`config.mk`:
```
export PLATFORM = sky130hd
export DESIGN_NAME = mem_arbiter
export DESIGN_NICKNAME = d
export VERILOG_FILES = /design/src/rtl/arb_pkg.sv /design/src/rtl/arb_starve_cnt.sv /design/src/rtl/mem_arbiter.sv
export SDC_FILE = /design/constraint.sdc
export NUM_CORES = 1
export LEC_CHECK = 0
export CAP_MARGIN = 25
export CORE_AREA = 4 4 106 108
export DETAILED_ROUTE_END_ITERATION = 8
export DIE_AREA = 0 0 110 112
export PLACE_DENSITY = 0.63
export SYNTH_ARGS = -nofsm -noshare
export SYNTH_HDL_FRONTEND = slang
export SYNTH_SLANG_ARGS = --single-unit
```
`constraint.sdc`:
```
create_clock -name clk -period 2.15 [get_ports clk]
set_input_delay 0.43 -clock clk [delete_from_list [all_inputs] [get_ports clk]]
set_output_delay 0.43 -clock clk [all_outputs]
set_load 0.05 [all_outputs]
```
`src/rtl/arb_pkg.sv`:
```
// Shared types and parameter defaults for the instruction/data SRAM arbiter.
package arb_pkg;
   localparam int unsigned DEF_ADDR_W       = 14;
   localparam int unsigned DEF_STARVE_LIMIT = 3;

   typedef enum logic [1:0] {
      R_NONE = 2'd0,
      R_IF   = 2'd1,
      R_DM   = 2'd2
   } resp_owner_e;
endpackage

```
`src/rtl/arb_starve_cnt.sv`:
```
// Saturating count of consecutive data grants taken while a fetch was waiting.
module arb_starve_cnt
   import arb_pkg::*;
#(
   parameter int unsigned LIMIT = DEF_STARVE_LIMIT,
   parameter int unsigned CNT_W = 2
) (
   input  logic             i_clk,
   input  logic             i_rst_n,
   input  logic             i_inc,
   input  logic             i_clr,
   output logic [CNT_W-1:0] o_cnt
);
   logic [CNT_W-1:0] r_cnt;

   always_ff @(posedge i_clk or negedge i_rst_n) begin
      if (!i_rst_n) begin
         r_cnt <= '0;
      end else if (i_clr) begin
         r_cnt <= '0;
      end else if (i_inc && (r_cnt != CNT_W'(LIMIT))) begin
         r_cnt <= r_cnt + CNT_W'(1);
      end
   end

   assign o_cnt = r_cnt;
endmodule

```
`src/rtl/mem_arbiter.sv`:
```
// Single-port SRAM arbiter between instruction fetch and data port: DM priority
// with a bounded fetch starvation window, one access per cycle.
module mem_arbiter
   import arb_pkg::*;
#(
   parameter int unsigned ADDR_W       = DEF_ADDR_W,
   parameter int unsigned STARVE_LIMIT = DEF_STARVE_LIMIT
) (
   input  logic              clk,
   input  logic              rst,
   input  logic              if_req,
   input  logic [ADDR_W-1:0] if_addr,
   output logic              if_gnt,
   output logic              if_rvalid,
   output logic [31:0]       if_rdata,
   input  logic              dm_req,
   input  logic              dm_we,
   input  logic [31:0]       dm_bweb,
   input  logic [ADDR_W-1:0] dm_addr,
   input  logic [31:0]       dm_wdata,
   output logic              dm_gnt,
   output logic              dm_rvalid,
   output logic [31:0]       dm_rdata,
   output logic              sram_ceb,
   output logic              sram_web,
   output logic [31:0]       sram_bweb,
   output logic [ADDR_W-1:0] sram_a,
   output logic [31:0]       sram_di,
   input  logic [31:0]       sram_do
);
   localparam int unsigned CNT_W = (STARVE_LIMIT < 1) ? 1 : $clog2(STARVE_LIMIT + 1);

   logic [CNT_W-1:0] w_starve_cnt;
   logic             w_starved;
   logic             w_if_gnt;
   logic             w_dm_gnt;
   resp_owner_e      r_owner;

   // Grant decision: DM wins unless the waiting fetch has used up its window
   always_comb begin
      w_starved = if_req && (w_starve_cnt == CNT_W'(STARVE_LIMIT));
      w_dm_gnt  = dm_req && !w_starved;
      w_if_gnt  = if_req && !w_dm_gnt;
   end

   arb_starve_cnt #(
      .LIMIT (STARVE_LIMIT),
      .CNT_W (CNT_W)
   ) u_starve_cnt (
      .i_clk   (clk),
      .i_rst_n (rst),
      .i_inc   (w_dm_gnt && if_req),
      .i_clr   (w_if_gnt || !if_req),
      .o_cnt   (w_starve_cnt)
   );

   always_comb begin
      sram_ceb  = 1'b1;
      sram_web  = 1'b1;
      sram_bweb = '1;
      sram_a    = '0;
      sram_di   = '0;
      if (w_dm_gnt) begin
         sram_ceb = 1'b0;
         sram_web = ~dm_we;
         sram_a   = dm_addr;
         sram_di  = dm_wdata;
         if (dm_we) begin
            sram_bweb = dm_bweb;
         end
      end else if (w_if_gnt) begin
         sram_ceb = 1'b0;
         sram_a   = if_addr;
      end
   end

   // Who owns the read data arriving on sram_do next cycle; writes return nothing
   always_ff @(posedge clk or negedge rst) begin
      if (!rst) begin
         r_owner <= R_NONE;
      end else begin
         case (1'b1)
            w_if_gnt:           r_owner <= R_IF;
            w_dm_gnt && !dm_we: r_owner <= R_DM;
            default:            r_owner <= R_NONE;
         endcase
      end
   end

   assign if_gnt    = w_if_gnt;
   assign dm_gnt    = w_dm_gnt;
   assign if_rvalid = (r_owner == R_IF);
   assign dm_rvalid = (r_owner == R_DM);
   assign if_rdata  = if_rvalid ? sram_do : 32'd0;
   assign dm_rdata  = dm_rvalid ? sram_do : 32'd0;
endmodule

```
# Yosys cells after proc, flatten, opt, wreduce, memory -nomap -nowiden
# Cells that the tools add are included.
# W data, S select, Z words.
dict set report totals {
  ff_bits 4
  latch_bits 0
  mem_bits_rw 0
  rom_bits 0
  inputBits 129
  memories 0
}
dict set report classes {
  add_sub_neg 1
  multipliers 0
  n_div 0
  n_lt_le_gt_ge 0
  n_eq_ne 4
  n_shift 0
  n_mux 14
  bitwise_logic 1
  n_reduce_logical 12
}
# op n
set ops {}
lappend ops {{$mux W32} 5}
lappend ops {{$mux W14} 2}
lappend ops {{$mux W2} 4}
lappend ops {{$logic_and A1 B1 Y1} 6}
lappend ops {{$eq A2 B2 Y1 const B} 2}
lappend ops {{$logic_not A1 Y1} 4}
lappend ops {{$mux W1} 3}
lappend ops {{$add A2 B1 Y2 const B} 1}
lappend ops {{$eq A2 B1 Y1 const B} 1}
lappend ops {{$ne A2 B2 Y1 const B} 1}
lappend ops {{$reduce_bool A2 Y1} 1}
lappend ops {{$logic_or A1 B1 Y1} 1}
lappend ops {{$not A1 Y1} 1}

# Logic depth before layout (Yosys ltp)
# Gate-level depths: netlist (run 1).
dict set report logic_depth {
  ltp_word 8
  mapped_depth 5
}

# Cells and area by module
# Synthesis (run 1) repeated with hierarchy kept, for this count alone.
dict set report unflattened {
  cells_unflattened 222
  hier_area_um2 1524.0
}
# mod n_inst cells_each area_each_um2
set by_module_without_submodules {}
lappend by_module_without_submodules {mem_arbiter 1 212 1400.1}
lappend by_module_without_submodules {arb_starve_cnt 1 10 123.9}

# Worst setup path before layout (run 1)
# No wires, ideal clock.
dict set report synth_path {
  kind {register to output}
  startpoint {register u_starve_cnt.r_cnt[0], in the netlist u_starve_cnt.o_cnt[0]}
  endpoint {output sram_di[23]}
  arrival_ps 1604
  setup_slack_ps 116
  stages_incl_launch_ff 5
  path_cell_list {dfrtp_1 ha_1 a21boi_4 buf_2 and2_1}
}
dict set report synth_between {
  elab_chain_cells 5
}
# element line_no
set synth_lines {}
lappend synth_lines {{from (decl)} arb_starve_cnt.sv:14} ;# logic [CNT_W-1:0] r_cnt;
lappend synth_lines {{from (signal assigned)} arb_starve_cnt.sv:22} ;# r_cnt <= r_cnt + CNT_W'(1);
lappend synth_lines {{$eq A2 B2 Y1} mem_arbiter.sv:41} ;# w_starved = if_req && (w_starve_cnt == CNT_W'(STARVE_LIMIT));
lappend synth_lines {{$logic_and A1 B1 Y1} mem_arbiter.sv:41}
lappend synth_lines {{$logic_not A1 Y1} mem_arbiter.sv:42} ;# w_dm_gnt = dm_req && !w_starved;
lappend synth_lines {{$logic_and A1 B1 Y1} mem_arbiter.sv:42}
lappend synth_lines {{via dm_gnt} mem_arbiter.sv:21} ;# output logic dm_gnt,
lappend synth_lines {{$mux W32} mem_arbiter.sv:63} ;# if (w_dm_gnt) begin
lappend synth_lines {{to (decl)} mem_arbiter.sv:28} ;# output logic [31:0] sram_di,
# The timed path passes the listed nets, and every way through them passes these cells.

# Worst setup path in the final report (run 1)
dict set report layout_path {
  startpoint {input dm_we}
  endpoint {output sram_bweb[23]}
}
dict set report layout_between {
  elab_chain_cells 2
}
# element line_no
set layout_lines {}
lappend layout_lines {{from (decl)} mem_arbiter.sv:17} ;# input logic dm_we,
lappend layout_lines {{$mux W32} mem_arbiter.sv:68} ;# if (dm_we) begin
lappend layout_lines {{$mux W32} mem_arbiter.sv:63}
lappend layout_lines {{to (decl)} mem_arbiter.sv:26} ;# output logic [31:0] sram_bweb,
# No other way between the ends.

==> flow_results.org, run 1 <==
** Final layout
- Final #Nets :: 582
- The post-route netlist has 39.3% of its cells at a drive strength greater than 1.
- Area growth, synth to finish :: 335%
- Top library cells by usage in the layout, fill and taps aside :: sky130_fd_sc_hd__buf_12, sky130_fd_sc_hd__clkdlybuf4s50_1, sky130_fd_sc_hd__and2_1
- With fillers left out, the area of the finished cells amounts to 0.00583 mm².
- Number of antenna repair diodes :: 0
- The count of cells in the finished layout, fillers not included, comes to 586.
- The library cell used most frequently in the layout, excluding fill and tap cells, is sky130_fd_sc_hd__buf_12.

** Drt
- The final route contains 2415 vias.
- Detailed-routing iteration count for the pre-antenna-repair pass :: 4
- The detailed router put a total of 2.89 mm of wire on met1.
- Highest signal layer in the routed design :: met4
- In the routed layout, each cell is associated on average with a via count of 4.12.
- DR iter-0 viols :: 63
- For this run, design rule violations remaining after detail routing come to 0.
- After detailed routing, the met3 layer carries around 1.3 mm of wire.
- Length of routed met2 wiring :: 5.66 mm
- Dividing the detail-routed wire length by the instance count gives roughly 17 µm.
- Detail Route Antenna Nets :: 0
- Summed over all layers, the routed wires come to 9.99 mm.

** Critical path
- Max FO, Critical Path :: 16
- On the critical path the largest part of the delay comes from buffers and inverters.
- Ordered list of cells on the worst path :: clkdlybuf4s50_1 -> and2_4 -> buf_12 -> nand3b_1 -> buf_12
- Critical path type :: in -> out
- Stage delay of the slowest cell on the critical path :: between 0.5 and 0.6 ns
- Arrival time of data at the critical path endpoint :: 1.63 ns
- The worst setup path is launched from a primary input.
- Together, buffers and inverters on the worst path number 3.
- For the worst setup path, the data required time is 1.72 ns.
- On the critical path, the stage with the largest delay is an instance of sky130_fd_sc_hd__clkdlybuf4s50_1.
- Sort of element at the end of the critical path :: primary output
- Register-to-register setup slack :: 0.92 ns
- In this design, the critical path's most frequently occurring cell is sky130_fd_sc_hd__buf_12.

** Die
- Floorplan row count :: 37
- 277 I/O pins were placed.
- Height of the die :: 112 µm
- The die is 110 µm wide.
- Effective utilization at floorplan :: 13.1%
- The die covers between 0.01 and 0.015 mm².
- Core area :: 0.0102 mm²

** Clock tree
- Total clock buffers created by CTS :: 3
- Clock transition at the register clock pins on the worst setup and hold paths after CTS :: 0.03 ns
- TritonCTS built the clock tree.
- Counting every sink on the clock net gives 4.
- The clock passes through at most 2 buffers.
- The number of hold buffers added after CTS was 0.
- The cell sitting at the root of the clock tree is a sky130_fd_sc_hd__clkbuf_8.
- Maximum level of the CTS H-tree :: 1
- At the later pin of the worst-skew pair, clock insertion delay measures around 0.22 ns.

** Logic synthesis
- Share of the synthesized area in the top cell type :: ~45%
- Post-Synthesis Cell Area :: 0.00134 mm²
- Syn nets :: 311
- Synth Register Bits :: 4
- Total number of yosys warnings :: 0
- sky130_fd_sc_hd__and2_1 takes more of the synthesized area than any other cell.
- Synth area leaders :: sky130_fd_sc_hd__and2_1, sky130_fd_sc_hd__nand3b_1, sky130_fd_sc_hd__dfrtp_1
- Part of the Yosys area used for sequential elements :: 7.47%
- Synthesis produced 181 cells.
- In this run the mean area of a mapped cell was 7.40 µm².
- Counting distinct cell types in the post-synthesis netlist gives 19.

** Placed design
- GPL Wtd Cong :: 0.801
- Number of input and output port buffers inserted :: 276
- Prior to clock tree synthesis, the placed netlist has a worst setup slack of -0.0844 ns.
- Instance count after placement with tap cells included :: 580
- HPWL after detailed placement :: 8.69 mm
- Instance area after placement :: 0.00571 mm²

** GRT
- Entering global routing, the biggest net connects 34 pins.
- The first global-routing pass estimated 14.4 mm of wire.
- The via count of the first global-routing pass came to approximately 2.7k.
- Global routing used 14.9% of the available tracks across all layers.
- Summed over all layers, the global routing overflow is 0.
- The initial antenna violation count was 0.

** Power
- In this run the power density over the cells is 295 mW/mm².
- Power comes to roughly 1.7 mW.
- Worst voltage drop across the vdd grid :: 206 µV
- The analysis attributes to cell leakage a power of 2.43 nW.

** Worst hold path
- The min-delay analysis places its worst path in the category in -> async.

** Job
- Max Cap Violations :: 0

** Timing
- The clock period could shrink to 2.06 ns.
- Final setup fails :: 0
- Across the routed clock network, the largest skew measured is 0.00472 ns.
- After layout, the worst setup slack is 0.0884 ns.
- Count of final max-slew check failures :: 0
- Total Negative Setup Slacks :: 0 ns
- Of the available clock period, the critical path in the final layout requires 95.9%.
- Setup repair after global routing missed its margin :: no
- Highest achievable clock rate :: around 490 MHz
- Number of failing hold endpoints at the final stage :: 0
- Transition time at the pin with the least slew margin :: 0.287 ns
- Slew Limit Headroom :: around 81%

** Outcome
- The flow ran to the end, and the final reports show no timing, DRC or antenna violations.
[logic make-up after synthesis]
kind of cell	synth area share [%]
adders and majority gates	0.934
AOI/OAI and AO/OA	12.6
and+or+nand+nor	68.0
DFF	7.47
buffers and inverters	11.0
[cell type report]
cell class,instances,area (µm²)
multi-input combinational,155,1100
tap,136,170
clock buffer,3,41.3
sequential,4,100
fill,833,4400
timing repair buffer,288,4410
[power by group]
part / switching [mW] / internal (mW) / total (mW) / leakage, nW
logic: 0.705 / 0.774 / 1.48 / 2.36
registers: 0.00169 / 0.0795 / 0.0812 / 0.0526
clock network: 0.0417 / 0.120 / 0.161 / 0.0216
[layer usage]
layer  up-vias  global-route usage [%]
li1       1142                       -
met1      1088                    12.9
met2       172                    30.9
met3        13                    5.45
met4         0                    3.66
met5         -                       0
[sequential cells by signal, summed over array words and instances, names as in the netlist]
name	cells
u_starve_cnt.o_cnt	2
r_owner	2
[stage by stage]
stage          util, %  hold slack, ns
6_report          57.0           0.408
5_1_grt           57.0           0.424
4_1_cts           56.7           0.410
3_5_place_dp      55.8           0.448
3_3_place_gp      55.8           0.431
2_1_floorplan        -           0.134
[worst paths after layout]
path | start | end | depth (start not counted)
worst max-delay path | dm_we | sram_bweb[23] | 5
worst min-delay path | rst | r_owner[1]$_DFF_PN0_ | 1
worst max register to register | u_starve_cnt.o_cnt[0]$_DFFE_PN0P_ | r_owner[0]$_DFF_PN0_ | 4
worst min register to register | u_starve_cnt.o_cnt[0]$_DFFE_PN0P_ | u_starve_cnt.o_cnt[0]$_DFFE_PN0P_ | 1
max in group asynchronous | rst | u_starve_cnt.o_cnt[0]$_DFFE_PN0P_ | 1
min in group clk | u_starve_cnt.o_cnt[0]$_DFFE_PN0P_ | u_starve_cnt.o_cnt[0]$_DFFE_PN0P_ | 1
[timing repair]
action | in CTS | in global routing
resized for setup | 3 | 3
hold endpoints to repair | 0 | 0
setup endpoints to repair | 46 | 47
gates cloned | 1 | 1
setup buffers | 1 | 0
[cell usage after synthesis]
library cell               instances
sky130_fd_sc_hd__buf_2            10
sky130_fd_sc_hd__buf_6             4
sky130_fd_sc_hd__ha_1              1
sky130_fd_sc_hd__a21boi_4          1
sky130_fd_sc_hd__and4b_2           1
sky130_fd_sc_hd__nand2b_1          1
sky130_fd_sc_hd__nand3b_1         32
sky130_fd_sc_hd__clkbuf_1          6
sky130_fd_sc_hd__and2b_1           1
sky130_fd_sc_hd__nor3b_1           1
sky130_fd_sc_hd__a32o_2            8
sky130_fd_sc_hd__a32o_1            6
sky130_fd_sc_hd__nor2b_1           2
sky130_fd_sc_hd__nor2_1            1
sky130_fd_sc_hd__and2_2            1
sky130_fd_sc_hd__and2_1           97
sky130_fd_sc_hd__dfrtp_1           4
sky130_fd_sc_hd__buf_8             2
sky130_fd_sc_hd__nand2_1           2
Power figures use the tool's default switching activity.
==> run 2: changes to the inputs <==
Settings changed: PLACE_DENSITY 0.63 to 0.69.
==> flow_results.org, run 2 (same netlist as run 1, synthesis figures left out) <==
** Power
- The largest voltage drop on the vdd net came to 207 µV (+0.79%).
- The power after layout is 1.71 mW (-0.54%).
- The total power per unit cell area came to 295 mW/mm² (-0.21%).
- The static leakage power is 2.43 nW (about the same).

** Critical path
- The flop-to-flop setup slack came to 0.88 ns (-0.04 ns).
- Worst reg2reg path startpoint :: u_starve_cnt.o_cnt[0]$_DFFE_PN0P_
- By instance count, the cell type seen most on the critical path is sky130_fd_sc_hd__buf_12.
- Critical-path cell with the highest stage delay :: sky130_fd_sc_hd__clkdlybuf4s50_1
- The delay of the slowest cell on the worst path was 0.47 ns (-0.04 ns).
- Terminus of the critical flop-to-flop path :: r_owner[0]$_DFF_PN0_
- Ordered list of cells on the worst path :: clkdlybuf4s50_1 -> and2_1 -> buf_12 -> nand3b_1 -> buf_12
- The critical path arrival was 1.64 ns (about the same).
- Setup crit start kind :: primary input
- Sort of element at the end of the critical path :: primary output
- Worst reg-to-reg path cell count :: 4 (unchanged)
- Max FO, Critical Path :: 32 (+16)
- Required time of the critical path :: 1.72 ns (about the same)
- The worst setup path is of the in -> out kind.

** Clock tree
- TritonCTS built the clock tree.
- Bufs on Longest Clock Path :: 2 (unchanged)
- Clock root buffer :: sky130_fd_sc_hd__clkbuf_8
- The clock insertion delay at the later pin of the skew report is 0.22 ns (about the same).
- CTS sink cnt :: 4 (unchanged)
- Maximum level of the CTS H-tree :: 1 (unchanged)
- The clock edge transition at the registers on the reported setup and hold paths is 0.03 ns (about the same).
- Total clock buffers created by CTS :: 3 (unchanged)

** GRT
- Maximum number of pins on one net before global-route repair :: 34 (unchanged)
- The fraction of met2 tracks used by global routing came to 30.9% (+0.040 points).
- The layer flagged by global routing as most heavily used is met2.
- Congestion Overflow GR :: 0 (unchanged)
- The via count of the first global-routing pass is 2630 (-1.6%).
- Met1 Track Usage GR :: 13.4% (+0.50 points)
- The first-pass GRT wire length came to 14.3 mm (-0.71%).
- Number of antenna violations at the first check in global routing :: 0 (unchanged)
- Global-route usage over all layers :: 14.7% (-0.20 points)
- The met3 capacity usage during global routing came to 4.99% (-0.46 points).

** Final layout
- Final Util :: 56.8% (-0.18 points)
- Final #Nets :: 583 (+0.17%)
- The fraction of final layout cells with drive strength greater than 1 was 39.2% (-0.087 points).
- Compared with the post-synthesis result, the final layout area differs by 334%.
- Footprint of the flip-flops and latches :: 100 µm² (unchanged)
- Final std cells w/o fill :: 587 (+0.17%)
- The area of the multi-input gates was 0.00110 mm² (-0.79%).
- The number of filler cells placed in the layout is 816 (-2.0%).
- Final instance area :: 0.00581 mm² (-0.32%)
- The number of inserted diodes is 0 (unchanged).
- Most frequent standard cell in the layout excluding fill and tap cells :: sky130_fd_sc_hd__buf_12
- Top library cells by usage in the layout, fill and taps aside :: sky130_fd_sc_hd__buf_12, sky130_fd_sc_hd__clkdlybuf4s50_1, sky130_fd_sc_hd__and2_1

** Timing
- Worst Hold Margin :: 0.429 ns (+0.0213 ns)
- Transition time at the pin with the least slew margin :: 0.300 ns (+0.0128 ns)
- The final critical-path setup slack was 0.0835 ns (-0.00490 ns).
- Crit path time final :: 2.07 ns (+0.00490 ns)
- Total Negative Setup Slacks :: 0 ns (unchanged)
- Setup repair after global routing left no endpoint under its margin.
- The number of pins with negative max-slew slack in the final report was 0 (unchanged).
- Slew Limit Headroom :: 80.0% (-0.86 points)
- Clock Skew :: 0.00118 ns (-0.00354 ns)
- The share of the clock period used by the worst path was 96.1% (+0.23 points).
- Highest achievable clock rate :: 484 MHz (-0.24%)
- Final setup fails :: 0 (unchanged)
- Number of failing hold endpoints at the final stage :: 0 (unchanged)

** Drt
- Count of unresolved DRC violations after routing :: 0 (unchanged)
- DR iter-0 viols :: 80 (+27%)
- Detailed-routing iteration count for the pre-antenna-repair pass :: 4 (unchanged)
- Vias :: 2354 (-2.5%)
- Detailed-route wire length per cell :: 16.7 µm (-1.9%)
- The detailed-route vias per instance was 4.01 (-2.7%).
- Final WL :: 9.82 mm (-1.7%)
- Detail Route Antenna Nets :: 0 (unchanged)

** Placed design
- The setup slack at placement is -0.0661 ns (+0.0183 ns).
- The number of port buffers came to 276 (unchanged).
- The final HPWL from detailed placement was 8.71 mm (+0.17%).
- The cell count after placement came to 581 (+0.17%).
- GPL Wtd Cong :: 0.744 (-7.1%)
- The post-detailed-placement cell area came to 0.00572 mm² (+0.13%).

** Outcome
- Outcome :: finished, final reports clean

** Die
- The effective utilization at floorplan is 13.1% (unchanged).
- The placeable core area is 0.0102 mm² (unchanged).
- I/O pins :: 277 (unchanged)
- The floorplan row count came to 37 (unchanged).
- Height of the die :: 112 µm (unchanged)
- The die footprint is 0.0123 mm² (unchanged).
- The floorplan die width came to 110 µm (unchanged).

** Job
- Max Cap Violations :: 0 (unchanged)

** Worst hold path
- Min-Delay Path Class :: in -> async
-- run 2: timing repair --
| action | 4_1_cts | 5_1_grt |
|---|---|---|
| cloned | 1 | 0 |
| setup endpoints to repair | 45 | 28 |
| pin swaps | 0 | 0 |
| gates resized for setup | 2 | 2 |
| hold buffers | 0 | 0 |
| hold endpoints to repair | 0 | 0 |
| buffers inserted | 2 | 0 |
-- run 2: worst max-delay path, delay by kind of cell --
family	cells	cell delay, ns
buffers and inverters	3	0.85
and+or+nand+nor	2	0.35
-- run 2: how the worst max path moves through the flow --
stage	from	endpoint	cells past startpoint
after CTS	u_starve_cnt.o_cnt[0]$_DFFE_PN0P_	sram_di[21]	5
after detailed placement	dm_req	sram_di[10]	5
final	dm_we	sram_bweb[11]	5
after global placement	dm_req	sram_di[19]	5
after floorplan	u_starve_cnt.o_cnt[0]$_DFFE_PN0P_	sram_di[23]	4
after global routing	dm_we	sram_bweb[22]	5
-- run 2: power breakdown --
group / internal [mW] / switching (mW) / total (mW) / leakage, nW
Clock: 0.119 / 0.0379 / 0.157 / 0.0216
Combinational: 0.771 / 0.703 / 1.47 / 2.36
Sequential: 0.0795 / 0.00186 / 0.0814 / 0.0526
-- run 2: layer usage --
| metal | vias to the layer above | share of wire (%) |
|---|---|---|
| li1 | 1146 | - |
| met1 | 1044 | 30 |
| met2 | 158 | 57 |
| met3 | 6 | 12 |
| met4 | 0 | 0.63 |
| met5 | - | 0 |
-- run 2: layout make-up --
class	count	share of cell area, %
clock buffers	3	0.711
repair buffers	289	75.8
well taps	136	2.93
flip-flops and latches	4	1.72
multi-input cells	155	18.9
